<file path="src/rtl/st_unpack_pkg.sv">
// st_unpack_pkg: beat field offsets and FSM states shared by the symbol unpacker
package st_unpack_pkg;
  localparam int DATA_MSB  = 36;
  localparam int DATA_LSB  = 5;
  localparam int EMPTY_MSB = 4;
  localparam int EMPTY_LSB = 3;
  localparam int SOP_BIT   = 2;
  localparam int EOP_BIT   = 1;
  localparam int ERR_BIT   = 0;
  typedef enum logic {IDLE, SHIFT} state_e;
endpackage

</file>
<file path="src/rtl/st_beat_to_symbol_unpacker.sv">
// st_beat_to_symbol_unpacker: splits FIFO beats into big-endian symbols, one per cycle, with packet sideband
module st_beat_to_symbol_unpacker
  import st_unpack_pkg::*;
#(
  parameter int SYMBOL_WIDTH     = 8,
  parameter int SYMBOLS_PER_BEAT = 4,
  parameter int EMPTY_WIDTH      = 2,
  parameter int IN_WIDTH         = SYMBOL_WIDTH*SYMBOLS_PER_BEAT + EMPTY_WIDTH + 3
) (
  input  logic                    clk,
  input  logic                    reset,
  input  logic                    in_valid,
  output logic                    in_ready,
  input  logic [IN_WIDTH-1:0]     in_data,
  output logic                    out_valid,
  input  logic                    out_ready,
  output logic [SYMBOL_WIDTH-1:0] out_data,
  output logic                    out_startofpacket,
  output logic                    out_endofpacket,
  output logic                    out_error
);
  localparam int DW = SYMBOL_WIDTH*SYMBOLS_PER_BEAT;
  localparam logic [EMPTY_WIDTH-1:0] LAST_FULL = EMPTY_WIDTH'(SYMBOLS_PER_BEAT-1);
  state_e state_q, state_d;
  logic [DW-1:0] data_q, data_d, shifted;
  logic [EMPTY_WIDTH-1:0] idx_q, idx_d, last_q, last_d;
  logic sop_q, sop_d, eop_q, eop_d, err_q, err_d;
  logic out_valid_q, out_valid_d, out_sop_q, out_sop_d, out_eop_q, out_eop_d, out_err_q, out_err_d;
  logic [SYMBOL_WIDTH-1:0] out_data_q, out_data_d;
  logic adv, last, load, step, upd;
  // last_q holds the index of the final symbol of the held beat, so empty need not be kept
  always_comb begin
    adv         = !out_valid_q || out_ready;
    last        = state_q == SHIFT && idx_q == last_q;
    in_ready    = state_q == IDLE || (last && adv);
    load        = in_valid && in_ready;
    step        = state_q == SHIFT && adv && !last;
    upd         = load || step;
    data_d      = load ? in_data[DATA_LSB +: DW] : data_q;
    sop_d       = load ? in_data[SOP_BIT] : sop_q;
    eop_d       = load ? in_data[EOP_BIT] : eop_q;
    err_d       = load ? in_data[ERR_BIT] : err_q;
    last_d      = load ? (in_data[EOP_BIT] ? LAST_FULL - in_data[EMPTY_LSB +: EMPTY_WIDTH] : LAST_FULL) : last_q;
    idx_d       = load ? '0 : step ? idx_q + EMPTY_WIDTH'(1) : idx_q;
    state_d     = load ? SHIFT : (last && adv) ? IDLE : state_q;
    shifted     = data_d >> (SYMBOL_WIDTH*(SYMBOLS_PER_BEAT-1-int'(idx_d)));
    out_valid_d = upd || (out_valid_q && !adv);
    out_data_d  = upd ? shifted[SYMBOL_WIDTH-1:0] : out_data_q;
    out_sop_d   = upd ? sop_d && idx_d == '0 : out_sop_q;
    out_eop_d   = upd ? eop_d && idx_d == last_d : out_eop_q;
    out_err_d   = upd ? err_d : out_err_q;
  end
  always_ff @(posedge clk or posedge reset) begin
    if (reset) begin
      state_q     <= IDLE;
      data_q      <= '0;
      idx_q       <= '0;
      last_q      <= '0;
      sop_q       <= 1'b0;
      eop_q       <= 1'b0;
      err_q       <= 1'b0;
      out_valid_q <= 1'b0;
      out_data_q  <= '0;
      out_sop_q   <= 1'b0;
      out_eop_q   <= 1'b0;
      out_err_q   <= 1'b0;
    end else begin
      state_q     <= state_d;
      data_q      <= data_d;
      idx_q       <= idx_d;
      last_q      <= last_d;
      sop_q       <= sop_d;
      eop_q       <= eop_d;
      err_q       <= err_d;
      out_valid_q <= out_valid_d;
      out_data_q  <= out_data_d;
      out_sop_q   <= out_sop_d;
      out_eop_q   <= out_eop_d;
      out_err_q   <= out_err_d;
    end
  end
  assign out_valid         = out_valid_q;
  assign out_data          = out_data_q;
  assign out_startofpacket = out_sop_q;
  assign out_endofpacket   = out_eop_q;
  assign out_error         = out_err_q;
endmodule

</file>
<file path="config.mk">
export PLATFORM = sky130hd
export DESIGN_NAME = st_beat_to_symbol_unpacker
export DESIGN_NICKNAME = d
export VERILOG_FILES = /design/src/rtl/st_unpack_pkg.sv /design/src/rtl/st_beat_to_symbol_unpacker.sv
export SDC_FILE = /design/constraint.sdc
export NUM_CORES = 1
export LEC_CHECK = 0
export CAP_MARGIN = 15
export CORE_MARGIN = 2
export CORE_UTILIZATION = 50
export DETAILED_ROUTE_END_ITERATION = 10
export PLACE_DENSITY = 0.78
export SLEW_MARGIN = 25
export SYNTH_ARGS = -nofsm -noshare
export SYNTH_HDL_FRONTEND = slang
export SYNTH_SLANG_ARGS = --single-unit
</file>
<file path="constraint.sdc">
create_clock -name clk -period 3.3 [get_ports clk]
set_clock_uncertainty 0.05 [all_clocks]
set_input_delay 0.66 -clock clk [delete_from_list [all_inputs] [get_ports clk]]
set_output_delay 0.66 -clock clk [all_outputs]
set_load 0.1 [all_outputs]
</file>
# [Word level (Yosys, flattened, before mapping)]
# Index checks and enable logic that the tools add are counted.
[word_totals] ff_bits=52 elab_cells=46
[op_classes] n_addsub=3 n_eq_ne=2 shift=1 muxes=10 n_bitwise=1 n_reduce_logical=17
[op_table] operator="two-way mux 32 bit" count=1
[op_table] operator=">> shifter 32 x 32 -> 8 bit" count=1
[op_table] operator="logical AND 1 bit" count=8
[op_table] operator="two-way mux 2 bit" count=4
[op_table] operator="two-way mux 1 bit" count=5
[op_table] operator="equality test 2 bit" count=2
[op_table] operator="logical OR 1 bit" count=4
[op_table] operator="zero test 1 bit" count=3
[op_table] operator="subtractor 2 x 2 -> 3 bit (first input constant)" count=1
[op_table] operator="adder 2 x 1 -> 2 bit (second input constant)" count=1
[op_table] operator="zero test 2 bit" count=1
[op_table] operator="nonzero test 2 bit" count=1
[op_table] operator="subtractor 2 bit (first input constant)" count=1
[op_table] operator="NOT 1 bit" count=1

# [Depth between registers and ports, before layout]
[depth] ltp_word=8 depth_mapped=8 depth_no_buf=6

# [Worst setup path after synthesis]
# OpenSTA, ideal clock, no wires.
[synth_path] path_kind="reg2reg" start="register out_valid_q (netlist: out_valid)" end="register data_q[17]" setup_ns=0.117 arrival_ns=4.452 required_ns=3.133 setup_slack_ns=-1.319 stages_incl_launch_ff=9 n_path_buf=3 path_cell_list="dfrtp_1 -> nor2b_1 -> clkbuf_1 -> o31ai_1 -> nand2_1 -> buf_2 -> buf_1 -> nand2_1 -> nand2_1"
[synth_via] elab_chain_len=6
[synth_lines] item="start, declared" line="st_beat_to_symbol_unpacker.sv:28" text="logic out_valid_q, out_valid_d, out_sop_q, out_sop_d, out_eop_q, out_eop_d, out_err_q, out_err_d;"
[synth_lines] item="start signal, assigned" line="st_beat_to_symbol_unpacker.sv:75" text="out_valid_q <= out_valid_d;"
[synth_lines] item="zero test 1 bit" line="st_beat_to_symbol_unpacker.sv:33" text="adv = !out_valid_q || out_ready;"
[synth_lines] item="logical OR 1 bit" line="st_beat_to_symbol_unpacker.sv:33"
[synth_lines] item="logical AND 1 bit" line="st_beat_to_symbol_unpacker.sv:35" text="in_ready = state_q == IDLE || (last && adv);"
[synth_lines] item="logical OR 1 bit" line="st_beat_to_symbol_unpacker.sv:35"
[synth_lines] item="named net in_ready" line="st_beat_to_symbol_unpacker.sv:13" text="output logic in_ready,"
[synth_lines] item="logical AND 1 bit" line="st_beat_to_symbol_unpacker.sv:36" text="load = in_valid && in_ready;"
[synth_lines] item="two-way mux 32 bit" line="st_beat_to_symbol_unpacker.sv:39" text="data_d = load ? in_data[DATA_LSB +: DW] : data_q;"
[synth_lines] item="named net data_d[17]" line="st_beat_to_symbol_unpacker.sv:25" text="logic [DW-1:0] data_q, data_d, shifted;"
[synth_lines] item="end signal, assigned" line="st_beat_to_symbol_unpacker.sv:69" text="data_q <= data_d;"
[synth_lines] item="end, declared" line="st_beat_to_symbol_unpacker.sv:25"
# The timed path passes the listed nets, and every way through them passes these cells.
# A chain may end at the register's enable or synchronous reset.

# [Final worst setup path]
[layout_path] start="input port out_ready" end="output port in_ready"
[layout_via] elab_chain_len=3
[layout_lines] item="start, declared" line="st_beat_to_symbol_unpacker.sv:16" text="input logic out_ready,"
[layout_lines] item="logical OR 1 bit" line="st_beat_to_symbol_unpacker.sv:33"
[layout_lines] item="logical AND 1 bit" line="st_beat_to_symbol_unpacker.sv:35"
[layout_lines] item="logical OR 1 bit" line="st_beat_to_symbol_unpacker.sv:35"
[layout_lines] item="end, declared" line="st_beat_to_symbol_unpacker.sv:13"
# No other way between the ends.

==> reports/metrics.cfg <==
[critical_path]
slowest_delay_ps = 560
worst_setup_path_end_kind = output pin
path_depth = 4
crit_chain = clkdlybuf4s50_1 > nor2b_1 > o31ai_4 > buf_12
cp_slowest_cell = nor2b_1
start_kind = primary input
r2r_cells = 6
crit_family = buffers and inverters
crit_arrival_ps = 2020
required_ps = 2590
regToRegStartpoint = idx_q[1]
worstPathBufferInverterCount = 2
cp_max_fo = 7
crit_path_start = out_ready
critPathKind = in -> out

[yosys]
synth_edf_count = 0
synth_cell_type_count = 40
ys_seq_area_share_pct = 53.5
ys_async_sr_fraction_pct = 100
synth_cells = 227
synthesis.nets = 268
synth.area.top_cells = dfrtp_1, nand2_1, mux2_2, mux2i_1, o221ai_1
syn_avg_cell_area_um2 = 10.7
ys_seq_elements = 52
yosys_warnings = 0
synth.top_cell.area_share_pct = 53.5
synthesis.area_mm2 = 0.00243
synth_flop_cell = dfrtp_1
synth_top_area_cell = dfrtp_1

[detailed_routing]
drc_errors = 0
drt-pass1-iter-count = 4
vias = 1858
wirelength_mm = 5.12
antenna_left = 0
wire_per_inst_um = 15.2
drt_iter0_markers = 141
viasPerCell = 5.51

[cts]
cts_sinks = 52
clk_latency_ps = 300
clk_pin_slew_ps = 90
cts_made_buffers = 5
postCtsSetupRepairBufs = 0
cts_buffer_depth = 2
cts_tree = done
cts_max_level = 2
root_buffer = clkbuf_8
holdBufCountCts = 0
post_cts_resized = 0

[job]
max-cap-violations = 0

[placement]
dpl.cell_count = 329
hpwl_mm = 3.76
pre_cts_ws_ps = 329
io_buffers = 53
gp_congestion = 0.913

[finish]
final_cell_mix = nand2_1, dfrtp_1, clkdlybuf4s50_1
drive_gt1_share_pct = 18.7
seqCellArea_mm2 = 0.00130
final_common_cell = nand2_1
finalNetCount = 323
stdcell_count = 337
fillers = 361
multi_input_area_mm2 = 0.00105
syn2layout_area_growth_pct = 29.0
insertedDiodeCount = 0

[sta]
fin_tns_setup_ps = 0
worstMarginPinSlew_ps = 693
fin_crit_sh_pct = 82.8
fin_ws_ps = 567
max_freq_mhz = 366
slew_viol_final = 0
setup_viol = 0
grt_setup_unrepaired = no
final_hold_viol_count = 0
relSlewSlack_pct = 53.5
period_minus_slack_ps = 2730

[die]
core_area_mm2 = 0.00469
start_util_pct = 51.8
die_area_mm2 = 0.00544
die_width_um = 73.7
ios = 54
die_h_um = 73.7
rows = 25

[min_path]
worstHoldPathCells = 2
worstHoldStart = sop_q
min_path_type = reg -> reg

[grt]
grt_max_degree = 30
antenna_found_initial = 0
grt_pass1_vias = 1896
grt_use_total_pct = 21.2
grt_pass1_wl_mm = 8.80
grt_overflow = 0

[run_status]
status = finished, final reports clean

-- per-stage QoR --
step,util [%],cell area [um^2],hold slack (ps)
after detailed placement,64.2,3010,403
after global placement,64.2,3010,401
final,66.9,3140,424
after CTS,66.9,3140,422
after floorplan,-,2450,382
after global routing,66.9,3140,433
-- worst min-delay path, stage by stage, from the launching register on --
cell and delay [ps]:
dfrtp_1 330, nand2_1 50, nand2_1 60
-- state kept, by name (all words and copies together), names as in the netlist --
register	flops
data_q	32
eop_q	1
err_q	1
idx_q	2
last_q	2
out_data	8
out_endofpacket	1
out_error	1
out_startofpacket	1
out_valid	1
sop_q	1
state_q	1
-- synth_stat cells, types with 3 or more instances --
library cell,n
a31oi_1,9
inv_1,6
clkbuf_1,3
o221ai_1,7
nand2_1,71
a21boi_1,8
buf_2,3
mux2_2,17
mux2i_1,8
o211ai_1,3
a21oi_1,3
dfrtp_1,52
-- per-layer routing --
layer	vias up	track usage [%]	wire length, um
li1	895	-	-
met1	899	29.8	2460
met2	56	32.0	2310
met3	8	5.08	271
met4	0	7.88	69
met5	-	0	0
-- worst paths after layout --
| kind | to | slack (ps) |
|---|---|---|
| max in group asynchronous | data_q[24] | 2010 |
| hold / removal | sop_q | 420 |
| setup / recovery | in_ready | 570 |
| hold reg to reg | sop_q | 420 |
| setup reg to reg | out_data[3] | 790 |
| min in group asynchronous | idx_q[0] | 590 |
-- final cells by class --
type | count | area share, %
multi-input combinational | 158 | 33.5
clock buffer | 7 | 3.07
inverter | 6 | 0.718
clock inverter | 1 | 0.957
timing repair buffer | 59 | 18.1
sequential | 52 | 41.5
tap | 54 | 2.15
-- cell families (layout without fill, tap and decap cells) --
family	after synthesis	in the layout	share of synthesized area, %
compound gates	43	43	14.7
xor+xnor	3	3	1.39
buf+inv	17	73	3.86
flops	52	52	53.5
mux	25	25	11.2
simple gates	87	87	15.4
Power is left out: the tool's default activity adds up to more than one toggle a clock period on the data nets, which glitch-free logic cannot reach.
